### config.mk
export PLATFORM = sky130hd
export DESIGN_NAME = clk_div_meas
export DESIGN_NICKNAME = d
export VERILOG_FILES = /design/src/rtl/clk_div_meas_pkg.sv /design/src/rtl/clk_div_meas_sync_ff.sv /design/src/rtl/clk_div_meas.sv
export SDC_FILE = /design/constraint.sdc
export NUM_CORES = 1
export LEC_CHECK = 0
export ABC_AREA = 1
export BUFFER_PORTS_ARGS = -buffer_cell sky130_fd_sc_hd__buf_2
export CORE_UTILIZATION = 28
export DETAILED_ROUTE_END_ITERATION = 6
export SLEW_MARGIN = 20
export SYNTH_ARGS = -nofsm -noshare
export SYNTH_HDL_FRONTEND = slang
export SYNTH_SLANG_ARGS = --single-unit
### constraint.sdc
create_clock -name clk_i -period 3.4 [get_ports clk_i]
set_input_delay 0.51 -clock clk_i [delete_from_list [all_inputs] [get_ports clk_i]]
set_output_delay 0.51 -clock clk_i [all_outputs]
set_load 0.05 [all_outputs]
### src/rtl/clk_div_meas_pkg.sv
// Shared types for the clock-under-test measurement block.
//   clk_meas_state_e : measurement FSM state encoding
package clk_div_meas_pkg;

  typedef enum logic [1:0] {
    IDLE    = 2'd0,
    MEASURE = 2'd1,
    LOCKED  = 2'd2
  } clk_meas_state_e;

endpackage

### src/rtl/clk_div_meas_sync_ff.sv
// Plain flop chain bringing an asynchronous level into the clk domain.
// STAGES = 0 turns the chain into a wire for a CUT already in the clk domain.
// Ports:
//   clk   : sampling clock
//   rst_n : synchronous active-low reset, clears the chain
//   d     : asynchronous input level
//   q     : synchronized level
module sync_ff #(
  parameter int STAGES = 2
) (
  input  logic clk,
  input  logic rst_n,
  input  logic d,
  output logic q
);

  if (STAGES == 0) begin : g_bypass
    assign q = d;
  end else begin : g_chain
    logic [STAGES-1:0] chain;

    always_ff @(posedge clk) begin
      if (!rst_n) begin
        chain <= '0;
      end else begin
        chain[0] <= d;
        for (int i = 1; i < STAGES; i++) begin
          chain[i] <= chain[i-1];
        end
      end
    end

    assign q = chain[STAGES-1];
  end

endmodule

### src/rtl/clk_div_meas.sv
// Measures a clock under test (CUT), sampled as data, in clk_i cycles:
// rise-to-rise period and rise-to-fall high time. Flags lock once the
// waveform repeats LOCK_CNT times and pulses err_o when the CUT stops.
// Ports:
//   clk_i     : measurement clock
//   rst_ni    : synchronous active-low reset
//   clk_div_i : clock under test
//   period_o  : last measured period
//   high_o    : last measured high time
//   valid_o   : period_o holds a full measurement
//   lock_o    : LOCK_CNT consecutive equal (period, high) pairs seen
//   err_o     : one-cycle timeout pulse
//
// state   | meaning
// --------+-------------------------------------------------------------
// IDLE    | waiting for the first CUT rise; period counter frozen at 0
// MEASURE | measuring; fewer than LOCK_CNT consecutive matches so far
// LOCKED  | LOCK_CNT consecutive matching measurements; lock_o high
module clk_div_meas
  import clk_div_meas_pkg::*;
#(
  parameter int CNT_WIDTH   = 8,
  parameter int LOCK_CNT    = 4,
  parameter int SYNC_STAGES = 2
) (
  input  logic                 clk_i,
  input  logic                 rst_ni,
  input  logic                 clk_div_i,
  output logic [CNT_WIDTH-1:0] period_o,
  output logic [CNT_WIDTH-1:0] high_o,
  output logic                 valid_o,
  output logic                 lock_o,
  output logic                 err_o
);

  localparam logic [CNT_WIDTH-1:0] CNT_MAX = '1;
  localparam logic [CNT_WIDTH-1:0] CNT_ONE = CNT_WIDTH'(1);
  localparam int                   MCNT_W  = $clog2(LOCK_CNT + 1);
  localparam logic [MCNT_W-1:0]    MCNT_FULL = MCNT_W'(LOCK_CNT);
  localparam logic [MCNT_W-1:0]    MCNT_ONE  = MCNT_W'(1);

  clk_meas_state_e state, state_nxt;

  logic                 s, s_q;
  logic                 rise, fall;
  logic [CNT_WIDTH-1:0] pcnt, hcnt;
  logic [CNT_WIDTH-1:0] period_nxt, high_nxt;
  logic [CNT_WIDTH-1:0] high_snap, high_snap_nxt;
  logic [MCNT_W-1:0]    mcnt, mcnt_nxt;
  logic                 valid_nxt, err_nxt;
  logic                 match;

  sync_ff #(.STAGES(SYNC_STAGES)) u_sync (
    .clk   (clk_i),
    .rst_n (rst_ni),
    .d     (clk_div_i),
    .q     (s)
  );

  // Edge pulses are registered; s_q is then the CUT level aligned with
  // rise/fall, which is what the high counter has to follow.
  always_ff @(posedge clk_i) begin
    if (!rst_ni) begin
      s_q  <= 1'b0;
      rise <= 1'b0;
      fall <= 1'b0;
    end else begin
      s_q  <= s;
      rise <= s & ~s_q;
      fall <= ~s & s_q;
    end
  end

  always_ff @(posedge clk_i) begin
    if (!rst_ni) begin
      pcnt <= '0;
      hcnt <= '0;
    end else begin
      if (rise) begin
        pcnt <= CNT_ONE;
      end else if (state == IDLE) begin
        pcnt <= '0;
      end else if (pcnt != CNT_MAX) begin
        pcnt <= pcnt + CNT_ONE;
      end

      if (rise) begin
        hcnt <= CNT_ONE;
      end else if (s_q && (hcnt != CNT_MAX)) begin
        hcnt <= hcnt + CNT_ONE;
      end
    end
  end

  always_ff @(posedge clk_i) begin
    if (!rst_ni) begin
      state     <= IDLE;
      period_o  <= '0;
      high_o    <= '0;
      valid_o   <= 1'b0;
      err_o     <= 1'b0;
      mcnt      <= '0;
      high_snap <= '0;
    end else begin
      state     <= state_nxt;
      period_o  <= period_nxt;
      high_o    <= high_nxt;
      valid_o   <= valid_nxt;
      err_o     <= err_nxt;
      mcnt      <= mcnt_nxt;
      high_snap <= high_snap_nxt;
    end
  end

  // high_snap remembers high_o as it was at the previous rise, so a duty
  // change alone (same period) still breaks the match run.
  assign match = (pcnt == period_o) && (high_o == high_snap);

  always_comb begin
    state_nxt     = state;
    period_nxt    = period_o;
    high_nxt      = high_o;
    valid_nxt     = valid_o;
    err_nxt       = 1'b0;
    mcnt_nxt      = mcnt;
    high_snap_nxt = high_snap;

    if (rise) begin
      high_snap_nxt = high_o;
    end

    case (state)
      IDLE: begin
        if (rise) begin
          state_nxt = MEASURE;
        end
      end
      MEASURE, LOCKED: begin
        if (fall) begin
          high_nxt = hcnt;
        end
        // A rise on the saturation cycle is a valid max-length measurement.
        if (rise) begin
          period_nxt = pcnt;
          valid_nxt  = 1'b1;
          if (!match) begin
            mcnt_nxt = '0;
          end else if (mcnt != MCNT_FULL) begin
            mcnt_nxt = mcnt + MCNT_ONE;
          end
          state_nxt = (mcnt_nxt == MCNT_FULL) ? LOCKED : MEASURE;
        end else if (pcnt == CNT_MAX) begin
          err_nxt   = 1'b1;
          valid_nxt = 1'b0;
          mcnt_nxt  = '0;
          state_nxt = IDLE;
        end
      end
      default: begin
        state_nxt = IDLE;
      end
    endcase
  end

  assign lock_o = (state == LOCKED);

endmodule
==> results of run 1 <==
[power breakdown]
part	total (W)	leakage [nW]	internal (W)	switching, W
Clock	0.000338	0.0410	0.000141	0.000197
Combinational	0.0000792	0.705	0.0000255	0.0000537
Sequential	0.000630	0.420	0.000620	0.0000101
[metrics by stage]
stage	power (W)	cell area [um^2]	hold slack, ps	util, %	worst slack, ps
floorplan	0.000705	2320	390	-	1830
global placement	0.000723	2530	401	32.0	1320
detailed placement	0.000724	2530	403	32.0	1230
CTS	0.00106	2610	383	33.0	1520
global route	0.00109	2610	397	33.0	1300
finish	0.00105	2610	389	33.0	1540
[metal layers]
layer  wire length [um]  vias to the layer above  global-route usage (%)
met1               2440                      901                    16.2
met3                155                        8                    2.93
met5                  0                        -                       0
met4                 68                        0                    4.23
met2               2150                       29                    19.6
li1                   -                     1029                       -
[worst max path at each step]
stage	slack (ps)	depth (start not counted)	from	to
finish	1540	7	rst_ni	pcnt[5]$_SDFFE_PP0N_
floorplan	1830	10	high_o[0]$_SDFFE_PN0P_	state[0]$_SDFFE_PN0P_
global route	1300	6	rise$_SDFF_PN0_	state[0]$_SDFFE_PN0P_
detailed placement	1230	7	rst_ni	pcnt[5]$_SDFFE_PP0N_
global placement	1320	7	rst_ni	pcnt[3]$_SDFFE_PP0N_
CTS	1520	4	rise$_SDFF_PN0_	mcnt[2]$_SDFFE_PN0P_
[state kept, by name, indices dropped and copies added (netlist names)]
register / cells
fall: 1
valid_o: 1
pcnt: 8
high_o: 8
mcnt: 3
period_o: 8
hcnt: 8
u_sync.g_chain.chain: 2
rise: 1
s_q: 1
high_snap: 8
state: 2
err_o: 1
[logic make-up after synthesis]
family,share of synthesized area [%]
adder cells (fa/ha/maj),3.77
flip-flops,44.8
AO/OA/AOI/OAI,17.3
AND/OR/NAND/NOR,19.2
XOR/XNOR,5.65
buffers and inverters,9.32
[final cells by class]
cell class | count | area (um^2) | share of cell area (%)
clock inverter | 1 | 5.00 | 0.192
sequential | 52 | 1040 | 40.0
tap | 102 | 128 | 4.90
timing repair buffer | 21 | 105 | 4.03
multi-input combinational | 201 | 1070 | 40.9
inverter | 50 | 188 | 7.20
clock buffer | 6 | 72.6 | 2.79
[worst reg2reg max path: stages (launching register included)]
cell     delay, ps
dfxtp_1        690
nand2_1        340
inv_1          440
nand2_1        100
nand2_1         70
nand2_1         40
a21oi_1        100
[layout by cell type, fill, tap and decap left out, drive strengths merged]
cell type,instances
nand4,3
o22ai,1
nor2,32
clkinv,1
nor3,4
o21a,1
a21oi,32
nand2,54
ha,7
a211oi,1
o211ai,1
xor2,4
or2,1
o21ai,39
dfxtp,52
o21bai,1
nand3,7
inv,50
buf,21
xnor2,11
and2,1
clkbuf,6
a31oi,1
==> impl_summary.md, run 1 <==
Logic synthesis
The synthesis warning total is 0. Yosys mapped a number of flops with a built-in enable equal to 0. Each instance of the synthesized netlist takes up on average 7.50 um^2. The post-synthesis cell type with the largest combined area is dfxtp_1. The area share of the largest cell type after synthesis is between 40% and 50%. Ranked by total cell area, the synthesized netlist is headed by dfxtp_1, nand2_1, o21ai_0, inv_1, a21oi_1. The sequential element share of the synthesized area is 44.8%.

The number of flip-flops and latches in the synthesized netlist is 52. After synthesis the cells add up to 2320 um^2. In the synthesized netlist, the number of instances is 310. By count the netlist is led by nand2_1, dfxtp_1, inv_1.

The predominant post-synthesis flop cell is dfxtp_1. The most instantiated library cell after synthesis is nand2_1. The synthesized netlist contains 31 unique library cells. The fraction of synthesis flops using an asynchronous set or reset pin is 0%. The post-synth net total is 320.

Die
Once the floorplan was initialized, standard cells occupied ~29% of the core. The die covers 8670 um^2. The number of top-level design ports is 22. Measured along the y axis, the die boundary spans a little over 90 um. The chip width is 93.1 um. The number of placement rows is 32.

The core area is 7890 um^2.

Cells and area
The net count of the finished layout is around 340. The area growth from synthesis to layout is 12.1%. The number of standard cells in the layout, taps in and fillers out is 433.

In the final layout, the share of cells above drive strength 1 is 11.5%. The number of antenna diodes in the final layout is 0. The number of fill cells is 853.

Placed design
Counting tap cells, the placed design contains a total of 426 instances. Port buffering added 21 buffers. The estimated wirelength of the detail-placed design is 3500 um. The congestion estimate from routability-driven global placement came to 0.765.

Drt
After detailed routing, the average wire length per cell comes to 11.1 um. Dividing the detail-routed via count by the number of cells gives 4.54. The DRC violation count after routing is 0. The remaining antenna violation count after routing is 0.

The final wirelength is ~4800 um. The first detailed-routing pass took 4 iterations. The first routing iteration left 55 violations. The number of vias in the routed layout is 1967.

Critical path
The worst register-to-register path ends at state[0]$_SDFFE_PN0P_. In this design, the critical path's most frequently occurring cell is inv_1. Traced cell by cell, the critical path runs through buf_2 -> inv_1 -> nor2_1 -> inv_1 -> nor2_1 -> inv_1 -> a21oi_1.

The critical path class is input port to flop. For the worst setup path, the data arrival time is ~2100 ps. The number of cells traversed by the worst register-to-register path is 6.

On the worst path, the slowest cell contributes a delay of 420 ps. The nature of the critical path startpoint is an input port. Broken down by cell family, the worst path's largest delay share belongs to buffers and inverters. Data on the critical path is required at its endpoint by approximately 3600 ps. Together, buffers and inverters on the worst path number 4.

The launching point of the worst reg2reg path is rise$_SDFF_PN0_. The endpoint kind of the worst setup timing path is a flop. The highest-delay cell along the critical path is buf_2.

The flop-to-flop setup slack is 1570 ps. The worst-path maximum fanout is 32.

Clock tree
Clock-pin slew was measured on the worst setup and hold paths at around 90 ps. The tree is rooted in a clkbuf_8. The maximum level of the CTS H-tree is 2.

For this design, the sink count on the clock tree is 52. The CTS buffer count is 5. The latest clock arrival within the worst-skew pair is roughly 310 ps. Post-CTS repair changed the size of 0 cells. TritonCTS built the clock tree. The number of buffers inserted for hold repair after clock tree synthesis is 0. The count of buffers added by post-CTS timing repair for setup is 0.

The longest clock path from root to sink contains 2 buffers.

Hold path
The start point of the worst hold path is clk_div_i. The worst hold path depth is 3. The kind of path behind the tightest hold check is input port to flop.

The hold path endpoint is u_sync.g_chain.chain[0]$_SDFF_PN0_.

STA
Setup violations remaining at the end of the flow were counted as 0. The number of hold-slack violations in the final timing report was 0. Setup repair after global routing left no endpoint under its margin. The final number of max-transition violations is 0.

Setup total negative slack on the finished layout was measured at 0 ps. After layout, the minimum clock period comes to ~1900 ps. Of the available clock period, the critical path in the final layout requires 54.7%. For this run, the top clock speed supported by timing is 538 MHz. At the pin with the least slew margin, the transition time is about 580 ps. The worst-case headroom to the max-slew limit is just over 60%.

The final worst clock skew is approximately 11 ps.

Power and ir drop
The power per standard cell area is slightly above 400 nW/um^2. IR analysis of the VDD net gives a maximum drop of 0.000210 V. The analysis attributes to cell leakage a power of 1.17 nW.

Global routing
Entering global routing, the biggest net connects 33 pins. The first global-routing pass estimated 8360 um of wire. In the global route stage, overall resource usage came out at 12.3%. The via count of the first global-routing pass came to 1826.

The initial antenna violation count is 0. The overflow left after global routing is 0.

Outcome
The flow ran to the end, and the final reports show no timing, DRC or antenna violations.

Run
The number of maximum-capacitance constraint violations is 0.
(Power assumes the default switching activity.)
==> run 2: changes to the inputs <==
--- a/config.mk
+++ b/config.mk
@@ -5,7 +5,7 @@
 export SDC_FILE = /design/constraint.sdc
 export NUM_CORES = 1
 export LEC_CHECK = 0
-export ABC_AREA = 1
+export ABC_AREA = 0
 export BUFFER_PORTS_ARGS = -buffer_cell sky130_fd_sc_hd__buf_2
 export CORE_UTILIZATION = 28
 export DETAILED_ROUTE_END_ITERATION = 6
==> constraint.sdc (replaced) <==
create_clock -name clk_i -period 1.5 [get_ports clk_i]
set_input_delay 0.225 -clock clk_i [delete_from_list [all_inputs] [get_ports clk_i]]
set_output_delay 0.225 -clock clk_i [all_outputs]
set_load 0.05 [all_outputs]
==> impl_summary.md, run 2 <==
Outcome
Status: finished, violations left (was finished clean). The checks that failed: setup timing.

Drt
The final wirelength is 5580 um (was 4810 um). The DRC violation count after routing is 0 (unchanged). The remaining antenna violation count after routing is 0 (unchanged). The average wire length per cell after detail routing was 12.7 um (was 11.1 um). The number of iterations in the first detailed-routing pass was 4 (unchanged). The violation count after the first detailed-routing iteration is 103 (was 55). The number of vias in the routed layout came to 2026 (was 1967). The routed via count divided by cell count is 4.60 (was 4.54).

Cells and area
The net count of the finished layout is 345 (was 341). The fraction of layout cells with a size suffix above 1 is 38.2% (was 11.5%). The most frequent standard cell in the layout excluding fill and tap cells was buf_4 (was nand2_1). Commonest cells after routing, fill and taps aside: buf_4, nand2_1, dfxtp_1, buf_2, xor2_1 (was nand2_1, dfxtp_1, inv_1, o21ai_0, a21oi_1). The area overhead of the layout relative to synthesis is 34.8% (was 12.1%). The number of standard cells in the layout, taps in and fillers out is 440 (was 433).

The antenna diode count came to 0 (unchanged).

Logic synthesis
The synthesis warning total is 0 (unchanged). The number of distinct library cells after synthesis is 39 (was 31). The most instantiated library cell after synthesis is dfxtp_1 (was nand2_1). Post-synth top cells: dfxtp_1, nand2_1, xor2_1 (was nand2_1, dfxtp_1, inv_1). The post-synthesis area per instance was 8.90 um^2 (was 7.50 um^2). The area share of the largest cell type after synthesis was 43.6% (was 44.8%). The netlist area before placement is 2390 um^2 (was 2320 um^2). The predominant post-synthesis flop cell is dfxtp_1 (unchanged).

The number of flops mapped to enable cells by yosys is 0 (unchanged). The fraction of synthesis flops using an asynchronous set or reset pin came to 0% (unchanged). Largest cells by area after synthesis: dfxtp_1, xor2_1, nand2_1, a21boi_0, mux2i_1 (was dfxtp_1, nand2_1, o21ai_0, inv_1, a21oi_1).

The post-synthesis cell type with the largest combined area is dfxtp_1 (unchanged). The sequential element share of the synthesized area is 43.6% (was 44.8%). The number of flip-flops and latches in the synthesized netlist is 52 (unchanged). The post-synthesis instance total is 268 (was 310). The post-synth net total is 278 (was 320).

Placed design
The number of I/O port buffers is 21 (unchanged). The estimated wirelength of the detail-placed design is 4040 um (was 3500 um). The number of placed cells counting well taps came to 430 (was 426).

The final weighted congestion in routability-driven placement is 0.782 (was 0.765). The placement-stage worst setup slack is -131 ps (was 1230 ps).

Clock tree
The root buffer cell was clkbuf_8 (unchanged). The number of buffers on the longest clock path is 2 (unchanged). The number of clock sinks is 52 (unchanged). The register clock-pin slew on the reported worst setup and hold paths is 100 ps (was 90 ps). The CTS buffer count is 5 (unchanged). The clock tree from TritonCTS is yes (unchanged). The number of buffers inserted for hold repair after clock tree synthesis is 0 (unchanged). The latest clock arrival within the worst-skew pair came to 310 ps (about the same).

The maximum level of the CTS H-tree is 2 (unchanged).

Critical path
The highest-delay cell along the critical path is nor4_2 (was buf_2). The worst stage delay on the critical path is 350 ps (was 420 ps). The endpoint kind of the worst setup timing path was a flop (unchanged). Chain of cells forming the critical path: xor2_1 -> nor4_2 -> nand4_1 -> buf_4 -> nor4b_2 -> nor3_1 (was buf_2 -> inv_1 -> nor2_1 -> inv_1 -> nor2_1 -> inv_1 -> a21oi_1). The nature of the critical path startpoint is a flop (was input port). The critical path class was flop to flop (was input port to flop).

The data arrival time at the worst-slack endpoint is 1850 ps (was 2100 ps). The worst-path maximum fanout was 3 (was 32). The number of cells traversed by the worst register-to-register path is 6 (unchanged). The required arrival time at the worst endpoint is 1700 ps (was 3640 ps).

Power and ir drop
The power per standard cell area is 707 nW/um^2 (was 402 nW/um^2). The static leakage is 1.34 nW (was 1.17 nW). The total design power is 0.00227 W (was 0.00105 W). The largest vdd supply drop came to 0.000367 V (was 0.000210 V).

STA
The worst-case headroom to the max-slew limit was 79.8% (was 61.6%). The number of failing setup endpoints in the final timing report is 5 (was 0). The fmax is 609 MHz. The final number of max-transition violations is 0 (unchanged). The transition at the pin with the smallest max-transition slack came to 300 ps (was 575 ps). Dividing the final minimum period by the clock period gives 109%.

The number of hold-slack violations in the final timing report is 0 (unchanged). The post-layout minimum cycle time is 1640 ps. The sum of negative setup slack is -484 ps (was 0 ps). The worst hold slack after final layout is 116 ps (was 389 ps). The least setup slack across all paths after layout is -142 ps (was 1540 ps).

Unrepaired setup endpoints after global routing: yes (was no). The final worst clock skew is 11.3 ps (was 11.5 ps).

Hold path
The worst hold path depth came to 2 (was 3). The kind of path behind the tightest hold check is input port to flop (unchanged).

Die
The total die area is 8890 um^2 (was 8670 um^2). The chip height is 94.3 um (was 93.1 um). The number of top-level design ports is 22 (unchanged). The initial core utilization is 29.0% (was 29.5%). The number of placement rows is 33 (was 32).

The core area is 8220 um^2 (was 7890 um^2). The chip width was 94.3 um (was 93.1 um).

Global routing
The via count of the first global-routing pass was 1962 (was 1826). The initial antenna violation count is 0 (unchanged). The largest net degree at the start of global routing came to 37 (was 33). The overflow left after global routing came to 0 (unchanged).

The global-route usage over all layers is 13.5% (was 12.3%). The wire length of the first global-routing pass came to 9360 um (was 8360 um).

Run
The number of maximum-capacitance constraint violations is 0 (unchanged).
-- run 2: worst max-delay path, delay by kind of cell, from the launching register on --
kind / cells / cell delay, ps
buf+inv: 1 / 180
xor+xnor: 1 / 170
flops: 1 / 340
simple gates: 4 / 860
-- run 2: per-stage QoR --
| stage | util, % | cell area [um^2] |
|---|---|---|
| after floorplan | - | 2440 |
| after global placement | 36.3 | 2980 |
| after detailed placement | 36.3 | 2980 |
| after CTS | 38.0 | 3120 |
| after global routing | 39.1 | 3220 |
| final | 39.1 | 3220 |
-- run 2: per-layer routing --
layer  vias up  GRT usage, %  share of wire, %
li1       1043             -                 -
met1       949          17.1                47
met2        30          23.3                49
met3         4          2.75               2.9
met4         0          3.33              0.77
met5         -             0                 0
-- run 2: path summary, 6_finish.rpt --
kind | slack [ps] | to | start
max | -140 | state[0]$_SDFFE_PN0P_ | pcnt[5]$_SDFFE_PP0N_
min reg2reg | 410 | fall$_SDFF_PN0_ | u_sync.g_chain.chain[1]$_SDFF_PN0_
max reg2reg | -140 | state[0]$_SDFFE_PN0P_ | pcnt[5]$_SDFFE_PP0N_
min | 120 | u_sync.g_chain.chain[0]$_SDFF_PN0_ | clk_div_i
-- run 2: cell type report --
class	instances	area, um^2
Sequential cell	52	1090
Fill cell	844	5000
Multi-Input combinational cell	198	1380
Clock inverter	2	12.5
Clock buffer	5	68.8
Timing Repair Buffer	73	513
Tap cell	105	131
Inverter	5	18.8
-- run 2: cell families (layout without fill, tap and decap cells) --
logic type	after synthesis	after routing	share of synthesized area, %
compound gates	40	40	11.9
buf+inv	18	85	3.30
simple gates	116	116	24.2
mux	9	9	3.78
xor+xnor	26	26	9.54
flops	52	52	43.6
fa+ha+maj	7	7	3.67
-- run 2: where the power goes --
group | leakage (nW) | internal, W | switching [W] | total [W]
Clock | 0.0400 | 0.000318 | 0.000477 | 0.000795
Combinational | 0.870 | 0.0000477 | 0.0000503 | 0.0000981
Sequential | 0.433 | 0.00137 | 0.00000712 | 0.00138
Total | 1.34 | 0.00174 | 0.000534 | 0.00227
-- run 2: repair_timing --
| action | 4_1_cts | 5_1_grt |
|---|---|---|
| setup buffers | 1 | 2 |
| gates resized for setup | 12 | 28 |
| endpoints found under the setup margin | 9 | 28 |
| pin swaps | 6 | 7 |
